`src/rtl/demux_stripe_n_pkg.sv`:
```
// Shared constants, types and helpers for the byte-striping demux.
// Optional partial-bundle flush is enabled by defining DEMUX_PARTIAL_FLUSH_EN.
package demux_pkg;

  localparam int unsigned DEF_WIDTH = 8;
  localparam int unsigned DEF_LANES = 4;
  localparam int unsigned MAX_LANES = 64;

  // Pointer width for a given lane count; never narrower than 1 bit.
  function automatic int unsigned ptr_width(input int unsigned lanes);
    return (lanes > 1) ? $clog2(lanes) : 1;
  endfunction

  localparam int unsigned PTR_W = ptr_width(DEF_LANES);

  typedef logic [MAX_LANES-1:0] lane_mask_t;

  // Mask with the low 'ptr' bits set: lanes already filled in a partial bundle.
  function automatic lane_mask_t lane_mask(input int unsigned ptr);
    return (lane_mask_t'(1) << ptr) - lane_mask_t'(1);
  endfunction

  typedef enum logic [1:0] {
    OP_HOLD,
    OP_ACCEPT,
    OP_EMIT,
    OP_FLUSH
  } op_e;

endpackage

```
`src/rtl/demux_stripe_n_if.sv`:
```
// Stream-in / lane-bundle-out bus of the byte-striping demux.
// Shared by both builds (DEMUX_PARTIAL_FLUSH_EN only changes demux behaviour).
interface demux_stripe_n_if #(
  parameter int unsigned WIDTH = demux_pkg::DEF_WIDTH,
  parameter int unsigned LANES = demux_pkg::DEF_LANES
);
  localparam int unsigned PW = demux_pkg::ptr_width(LANES);

  logic [WIDTH-1:0]       in;
  logic                   valid;
  logic [LANES*WIDTH-1:0] out;
  logic [LANES-1:0]       validout;
  logic [PW-1:0]          lane_ptr;

  modport master (output in, valid, input out, validout, lane_ptr);
  modport slave  (input in, valid, output out, validout, lane_ptr);
endinterface

```
`src/rtl/demux_stripe_n_stripe_ptr_ctr.sv`:
```
// Mod-LANES lane pointer with a registered last-lane flag.
// Unaffected by DEMUX_PARTIAL_FLUSH_EN apart from the clr input being used.
module stripe_ptr_ctr
  import demux_pkg::*;
#(
  parameter  int unsigned LANES = DEF_LANES,
  localparam int unsigned PW    = ptr_width(LANES)
) (
  input  logic          clk,
  input  logic          reset,
  input  logic          inc,
  input  logic          clr,
  output logic [PW-1:0] ptr,
  output logic          last
);

  logic [PW-1:0] ptr_q, ptr_d;
  logic          last_q, last_d;

  always_comb begin
    ptr_d = ptr_q;
    if (clr) begin
      ptr_d = '0;
    end else if (inc) begin
      ptr_d = last_q ? '0 : ptr_q + PW'(1);
    end
    // Flag is precomputed so the top sees it as a flop, not a comparator.
    last_d = (ptr_d == PW'(LANES - 1));
  end

  always_ff @(posedge clk or posedge reset) begin
    if (reset) begin
      ptr_q  <= '0;
      last_q <= 1'b0;
    end else begin
      ptr_q  <= ptr_d;
      last_q <= last_d;
    end
  end

  assign ptr  = ptr_q;
  assign last = last_q;

endmodule

```
`src/rtl/demux_stripe_n.sv`:
```
// Round-robin byte-striping demux: gathers LANES symbols and emits them as one bundle.
// Define DEMUX_PARTIAL_FLUSH_EN to flush a partial bundle on the first idle cycle.
module demux_stripe_n
  import demux_pkg::*;
#(
  parameter int unsigned WIDTH = DEF_WIDTH,
  parameter int unsigned LANES = DEF_LANES
) (
  input logic             clk,
  input logic             reset,
  demux_stripe_n_if.slave bus
);

  localparam int unsigned PW = ptr_width(LANES);

  logic [PW-1:0] ptr;
  logic          last;
  op_e           op;

  logic [LANES-2:0][WIDTH-1:0] staging_q, staging_d;
  logic [LANES*WIDTH-1:0]      out_q, out_d;
  logic [LANES-1:0]            validout_q, validout_d;

  always_comb begin
    op = OP_HOLD;
    if (bus.valid) begin
      op = last ? OP_EMIT : OP_ACCEPT;
    end
`ifdef DEMUX_PARTIAL_FLUSH_EN
    else if (ptr != '0) begin
      op = OP_FLUSH;
    end
`endif
  end

  stripe_ptr_ctr #(.LANES(LANES)) u_ptr (
    .clk   (clk),
    .reset (reset),
    .inc   (bus.valid),
    .clr   (op == OP_FLUSH),
    .ptr   (ptr),
    .last  (last)
  );

  always_comb begin
    staging_d = staging_q;
    if (op == OP_ACCEPT) begin
      for (int k = 0; k < int'(LANES) - 1; k++) begin
        if (ptr == PW'(k)) staging_d[k] = bus.in;
      end
    end
  end

`ifdef DEMUX_PARTIAL_FLUSH_EN
  lane_mask_t flush_mask;
  always_comb flush_mask = lane_mask(32'(ptr));
`endif

  // The final symbol of a bundle goes straight to the output, bypassing staging.
  always_comb begin
    out_d      = out_q;
    validout_d = '0;
    case (op)
      OP_EMIT: begin
        for (int k = 0; k < int'(LANES) - 1; k++) begin
          out_d[k*WIDTH +: WIDTH] = staging_q[k];
        end
        out_d[(LANES-1)*WIDTH +: WIDTH] = bus.in;
        validout_d = '1;
      end
`ifdef DEMUX_PARTIAL_FLUSH_EN
      OP_FLUSH: begin
        for (int k = 0; k < int'(LANES) - 1; k++) begin
          out_d[k*WIDTH +: WIDTH] = (PW'(k) < ptr) ? staging_q[k] : '0;
        end
        out_d[(LANES-1)*WIDTH +: WIDTH] = '0;
        validout_d = flush_mask[LANES-1:0];
      end
`endif
      default: ;
    endcase
  end

  always_ff @(posedge clk or posedge reset) begin
    if (reset) begin
      staging_q  <= '0;
      out_q      <= '0;
      validout_q <= '0;
    end else begin
      staging_q  <= staging_d;
      out_q      <= out_d;
      validout_q <= validout_d;
    end
  end

  assign bus.out      = out_q;
  assign bus.validout = validout_q;
  assign bus.lane_ptr = ptr;

endmodule

```
`src/flat_wrapper.sv`:
```
// flat-port wrapper written by rule: the top's interface ports become plain ports
module demux_stripe_n_flat import demux_pkg::*;
#(
  parameter int unsigned WIDTH = DEF_WIDTH,
  parameter int unsigned LANES = DEF_LANES
)
  (clk, reset, bus_in, bus_valid, bus_out, bus_validout, bus_lane_ptr);
  demux_stripe_n_if #(.WIDTH(WIDTH), .LANES(LANES)) bus_i ();
  input logic clk;
  input logic reset;
  input wire logic [$bits(bus_i.in)-1:0] bus_in;
  input wire logic [$bits(bus_i.valid)-1:0] bus_valid;
  output wire logic [$bits(bus_i.out)-1:0] bus_out;
  output wire logic [$bits(bus_i.validout)-1:0] bus_validout;
  output wire logic [$bits(bus_i.lane_ptr)-1:0] bus_lane_ptr;
  assign bus_i.in = bus_in;
  assign bus_i.valid = bus_valid;
  assign bus_out = bus_i.out;
  assign bus_validout = bus_i.validout;
  assign bus_lane_ptr = bus_i.lane_ptr;
  demux_stripe_n #(.WIDTH(WIDTH), .LANES(LANES)) u_core (.clk(clk), .reset(reset), .bus(bus_i));
endmodule
```
`config.mk`:
```
export PLATFORM = sky130hd
export DESIGN_NAME = demux_stripe_n_flat
export DESIGN_NICKNAME = d
export VERILOG_FILES = /design/src/rtl/demux_stripe_n_pkg.sv /design/src/rtl/demux_stripe_n_if.sv /design/src/rtl/demux_stripe_n_stripe_ptr_ctr.sv /design/src/rtl/demux_stripe_n.sv /design/src/flat_wrapper.sv
export SDC_FILE = /design/constraint.sdc
export NUM_CORES = 1
export LEC_CHECK = 0
export ABC_AREA = 0
export ABC_CLOCK_PERIOD_IN_PS = 1600
export CAP_MARGIN = 20
export CORE_UTILIZATION = 40
export DETAILED_ROUTE_END_ITERATION = 10
export PLACE_DENSITY = 0.77
export RECOVER_POWER = 50
export SYNTH_ARGS = -nofsm -noshare
export SYNTH_HDL_FRONTEND = slang
export SYNTH_HIERARCHICAL = 1
export SYNTH_SLANG_ARGS = --single-unit
export TNS_END_PERCENT = 1
```
`constraint.sdc`:
```
create_clock -name clk -period 1.6 [get_ports clk]
set_input_delay 0.24 -clock clk [delete_from_list [all_inputs] [get_ports clk]]
set_output_delay 0.24 -clock clk [all_outputs]
set_load 0.03 [all_outputs]
```
-- After elaboration in Yosys (flattened, before gate mapping)
Index checks and enable logic that the tools add are counted.
- input port bits: 11
- output and inout port bits: 38
- register bits: 63
- logic and storage cells: 24
- equality and inequality tests: 6
- multiplexer cells: 6
- add/sub/neg operators: 1
- reductions and logical operators: 4
- operators with widths (kind ; count):
    2-to-1 mux 2 bit ; 5
    equality test 2 bit (second input constant) ; 4
    AND reduction 2 bit ; 3
    equality test 2 x 1 -> 1 bit (second input constant) ; 2
    2-to-1 mux 4 bit ; 1
    adder 2 x 1 -> 2 bit (second input constant) ; 1
    logical NOT 2 bit ; 1

-- Longest topological paths before layout
Gate-level depths: netlist of run 1.
- word-level depth: 5
- depth in mapped cells: 3
- depth with buffers taken out: 2

-- By module
Netlist of run 1, hierarchy kept.
- by module, submodules not included (module ; cells an instance ; area each (sq um) ; instances ; seq. area each (sq um)):
    demux_stripe_n ; 128 ; 2165.8 ; 1 ; 1426.4
    stripe_ptr_ctr ; 13 ; 147.6 ; 1 ; 75.1

-- Worst setup path before layout of run 1
Ideal clock, no wire load.
- kind: reg-to-reg
- start point: register u_core.u_ptr.ptr_q[0] (netlist: u_core/u_ptr/ptr[0])
- end point: register u_core/staging_q[0] in the netlist's numbering
- buffers on the path: 0
- setup slack: 40 ps
- period minus slack after synthesis: 1560 ps
- setup time: 125 ps
- cell stages (with the launch flop): 3
- data arrival time: 1435 ps
- data required time: 1475 ps
- cells stage by stage: dfrtp_1 nor4b_4 mux2_2
- word-level cells in the longest chain between the ends: 2
- RTL lines (element ; RTL line ; text):
    start, declared ; demux_stripe_n_stripe_ptr_ctr.sv:17 ; logic [PW-1:0] ptr_q, ptr_d;
    start signal, assigned ; demux_stripe_n_stripe_ptr_ctr.sv:36 ; ptr_q <= ptr_d;
    logical NOT 2 bit ; demux_stripe_n.sv:49 ; if (ptr == PW'(k)) staging_d[k] = bus.in;
    AND reduction 2 bit (no source line) ; n/a ;
    end signal, assigned ; demux_stripe_n.sv:90 ; staging_q <= staging_d;
    end, declared ; demux_stripe_n.sv:20 ; logic [LANES-2:0][WIDTH-1:0] staging_q, staging_d;
Every way passes these cells.
A chain may end at the register's enable or synchronous reset.

-- Worst setup path in the final report of run 1
- start point: input port bus_valid
- end point: register u_core/staging_q[11] in the netlist's numbering
- word-level cells in the longest chain between the ends: 3
- RTL lines (element ; RTL line ; text):
    start, declared ; flat_wrapper.sv:12 ; input wire logic [$bits(bus_i.valid)-1:0] bus_valid;
    2-to-1 mux 2 bit ; demux_stripe_n.sv:26 ; if (bus.valid) begin
    equality test 2 x 1 -> 1 bit ; demux_stripe_n.sv:47 ; if (op == OP_ACCEPT) begin
    AND reduction 2 bit (no source line) ; n/a ;
Every way passes these cells.

==> impl_metrics.toml, run 1 <==
[status]
outcome = "finished clean"

[route]
routedWlPerCell_um = 14.7
num_vias = 1348
route.detailed.drc = 0
ant_nets = 0
via_per_inst = 4.81
dr.first_iter.drc_count = 42
drt_wl_total_um = 4130
dr.pass1.iters = 2

[job]
maxCapViolCount = 0

[placed_design]
dp_hpwl_um = 2680
routabilityCongestion = 0.662
numPortBuffers = 48

[timing]
slew_headroom_pct = 49.0
timing.hold.ws_ns = 0.290
max_freq_mhz = 655
setup_viol = 0
fin_crit_sh_pct = 95.5
maxSlewViolCount = 0
tightest_slew_ns = 0.764
fin_crit_ns = 1.53
rsz0062_at_grt = "false"
finClkSkew_ns = 0.00505
finalHoldViolCount = 0

[cts]
cts.sinks = 60
worstSkewPairLatency_ns = 0.33
post-cts-setup-buffer-count = 0
root_buffer = "clkbuf_8"
cts_buffer_depth = 2
path_clk_slew_ns = 0.06
cts_max_level = 3
cts_tree = "yes"
numCtsBuffers = 9
hold_buffers = 0

[grt]
grt_max_degree = 58
grt-ovfl-total = 0
antenna_found_initial = 0
grt_pass1_wl_um = 7090
grt_usage_pct = 15.8
grt_pass1_vias = 1398

[final_layout]
regArea_um2 = 1500
drive_above_1_share_pct = 39.9
multi_input_area_um2 = 763
nFillCells = 501
num_antenna_cells = 0
nets = 214
fin_util_pct = 55.4
area_growth_syn_to_layout_pct = 32.7

[synthesis]
synth_area_leader_cell = "dfrtp_1"
ys_ff_latch = 60
syn_area_um2 = 2310
synth.avg_cell_area_um2 = 16.4
yosysWarnings = 6
syn-instance-count = 141
yosysSeqAreaShare_pct = 64.9
synth_cell_types = 17
synth_area_leaders = "dfrtp_1 65%, mux2_2 27%, buf_2 1.1%"
synth_top_cell_area_share_pct = 64.9

[setup_path]
slowest_delay_ns = 0.61
crit_type = "in2reg"
crit_path_end_kind = "flip-flop"
start_kind = "input port"
worstPathRequired_ns = 1.81
path_max_fanout = 8
crit_path_top_delay_cell = "dlygate4sd3_1"
cp_cell_sequence = "dlygate4sd3_1 -> nor4bb_2 -> buf_4 -> mux2_2"
cp.arrival_ns = 1.74

[die]
dieHeight_um = 78.1
die_w_um = 78.1
start_util_pct = 41.8
pin_count = 49
fp-row-count = 27
die-area_um2 = 6090
core-area_um2 = 5540

[pwr]
p_leak_nw = 1.53
power.density_nw_per_um2 = 1480
vdd_drop_max_mv = 0.727

[hold_path]
min_path_type = "in2async"
## synthesized netlist by cell type
master    instances
dfrtp_1          60
a221oi_1          1
or3b_1            1
a211oi_2          1
nand3b_1          1
nor4bb_1          1
buf_2             5
and4bb_2          1
a21oi_1           1
nand2_1           1
mux2_2           56
nand2b_1          2
nor4b_4           1
conb_1            1
inv_1             4
buf_4             3
a21bo_2           1
## per-layer routing
metal / up-vias / GRT usage (%) / wire length [µm] / share of wire [%]
li1: 620 / - / - / -
met1: 677 / 19.5 / 1820 / 44
met2: 40 / 23.8 / 1950 / 47
met3: 11 / 5.12 / 234 / 5.7
met4: 0 / 10.6 / 117 / 2.8
met5: - / 0 / 0 / 0
## state kept, by name (all words and copies together), names as in the netlist
name and count:
u_core/bus.out 32, u_core/staging_q 24, u_core/u_ptr/ptr 2, u_core/bus.validout 1, u_core/u_ptr/last 1
## cells by family after synthesis
| group | count (synthesis) | share of synthesized area [%] |
|---|---|---|
| muxes | 56 | 27.3 |
| buffers and inverters | 12 | 2.70 |
| DFF | 60 | 64.9 |
| and+or+nand+nor | 8 | 3.41 |
| AOI/OAI and AO/OA | 4 | 1.57 |
| other | 1 | 0.162 |
## layout make-up
class                   instances  area share [%]
clock buffers                  13            5.18
inverters                       4           0.611
multi-input cells              71            24.9
clock inverters                 3            1.47
flip-flops and latches         60            48.9
well taps                      72            2.93
repair buffers                 57            16.1
## worst paths after layout
| check | slack (ns) | from | cells after the start | endpoint |
|---|---|---|---|---|
| setup / recovery | 0.07 | bus_valid | 4 | u_core/staging_q[11]$_DFFE_PP0P_ |
| hold / removal | 0.29 | reset | 2 | u_core/u_ptr/ptr[1]$_DFF_PP0_ |
| setup reg to reg | 0.12 | u_core/u_ptr/ptr[1]$_DFF_PP0_ | 3 | u_core/staging_q[11]$_DFFE_PP0P_ |
| hold reg to reg | 0.50 | u_core/staging_q[9]$_DFFE_PP0P_ | 1 | u_core/bus.out[9]$_DFFE_PP0N_ |
| max in group asynchronous | 0.43 | reset | 3 | u_core/bus.out[29]$_DFFE_PP0N_ |
| min in group clk | 0.50 | u_core/staging_q[9]$_DFFE_PP0P_ | 1 | u_core/bus.out[9]$_DFFE_PP0N_ |
## critical path: cells and delay by family
kind                   cells  cell delay, ns
buffers and inverters      2            0.83
AND/OR/NAND/NOR            1            0.30
multiplexers               1            0.36
## power by group
part,switching (mW),internal [mW]
logic,0.634,0.484
clock network,0.555,0.805
registers,0.186,1.88
total,1.37,3.17
## what timing repair did
item | 4_1_cts | 5_1_grt
resized for setup | 33 | 5
cloned | 0 | 0
setup endpoints to repair | 33 | 5
## placed cells by master (no fill, tap or decap), drive strengths merged, types with 2 or more instances in the layout
cell            n
clkdlybuf4s50   8
dlygate4sd3     2
inv             3
conb            3
mux2           56
buf             6
dfrtp          60
nand2b          2
clkbuf         21
clkinvlp        3
dlygate4sd2    33
## through the flow
stage	setup TNS [ns]	setup WS, ns	power [mW]	instances	cell area, µm²
after global placement	-1.35	-0.125	3.35	264	2960
after detailed placement	-2.26	-0.168	3.39	264	2960
after CTS	0	0.000622	4.65	280	3120
after floorplan	0	0.0399	2.83	143	2320
after global routing	0	0.0172	4.79	280	3070
final	0	0.0722	4.55	280	3070
(Power assumes the default switching activity.)
==> inputs of run 2 (changes only) <==
--- a/config.mk
+++ b/config.mk
@@ -9,7 +9,9 @@
 export ABC_CLOCK_PERIOD_IN_PS = 1600
 export CAP_MARGIN = 20
 export CORE_UTILIZATION = 40
+export CTS_CLUSTER_DIAMETER = 50
 export DETAILED_ROUTE_END_ITERATION = 10
+export GPL_ROUTABILITY_DRIVEN = 0
 export PLACE_DENSITY = 0.77
 export RECOVER_POWER = 50
 export SYNTH_ARGS = -nofsm -noshare
==> results of run 2 <==
Final layout, timing and power as in run 1 (identical DEF).
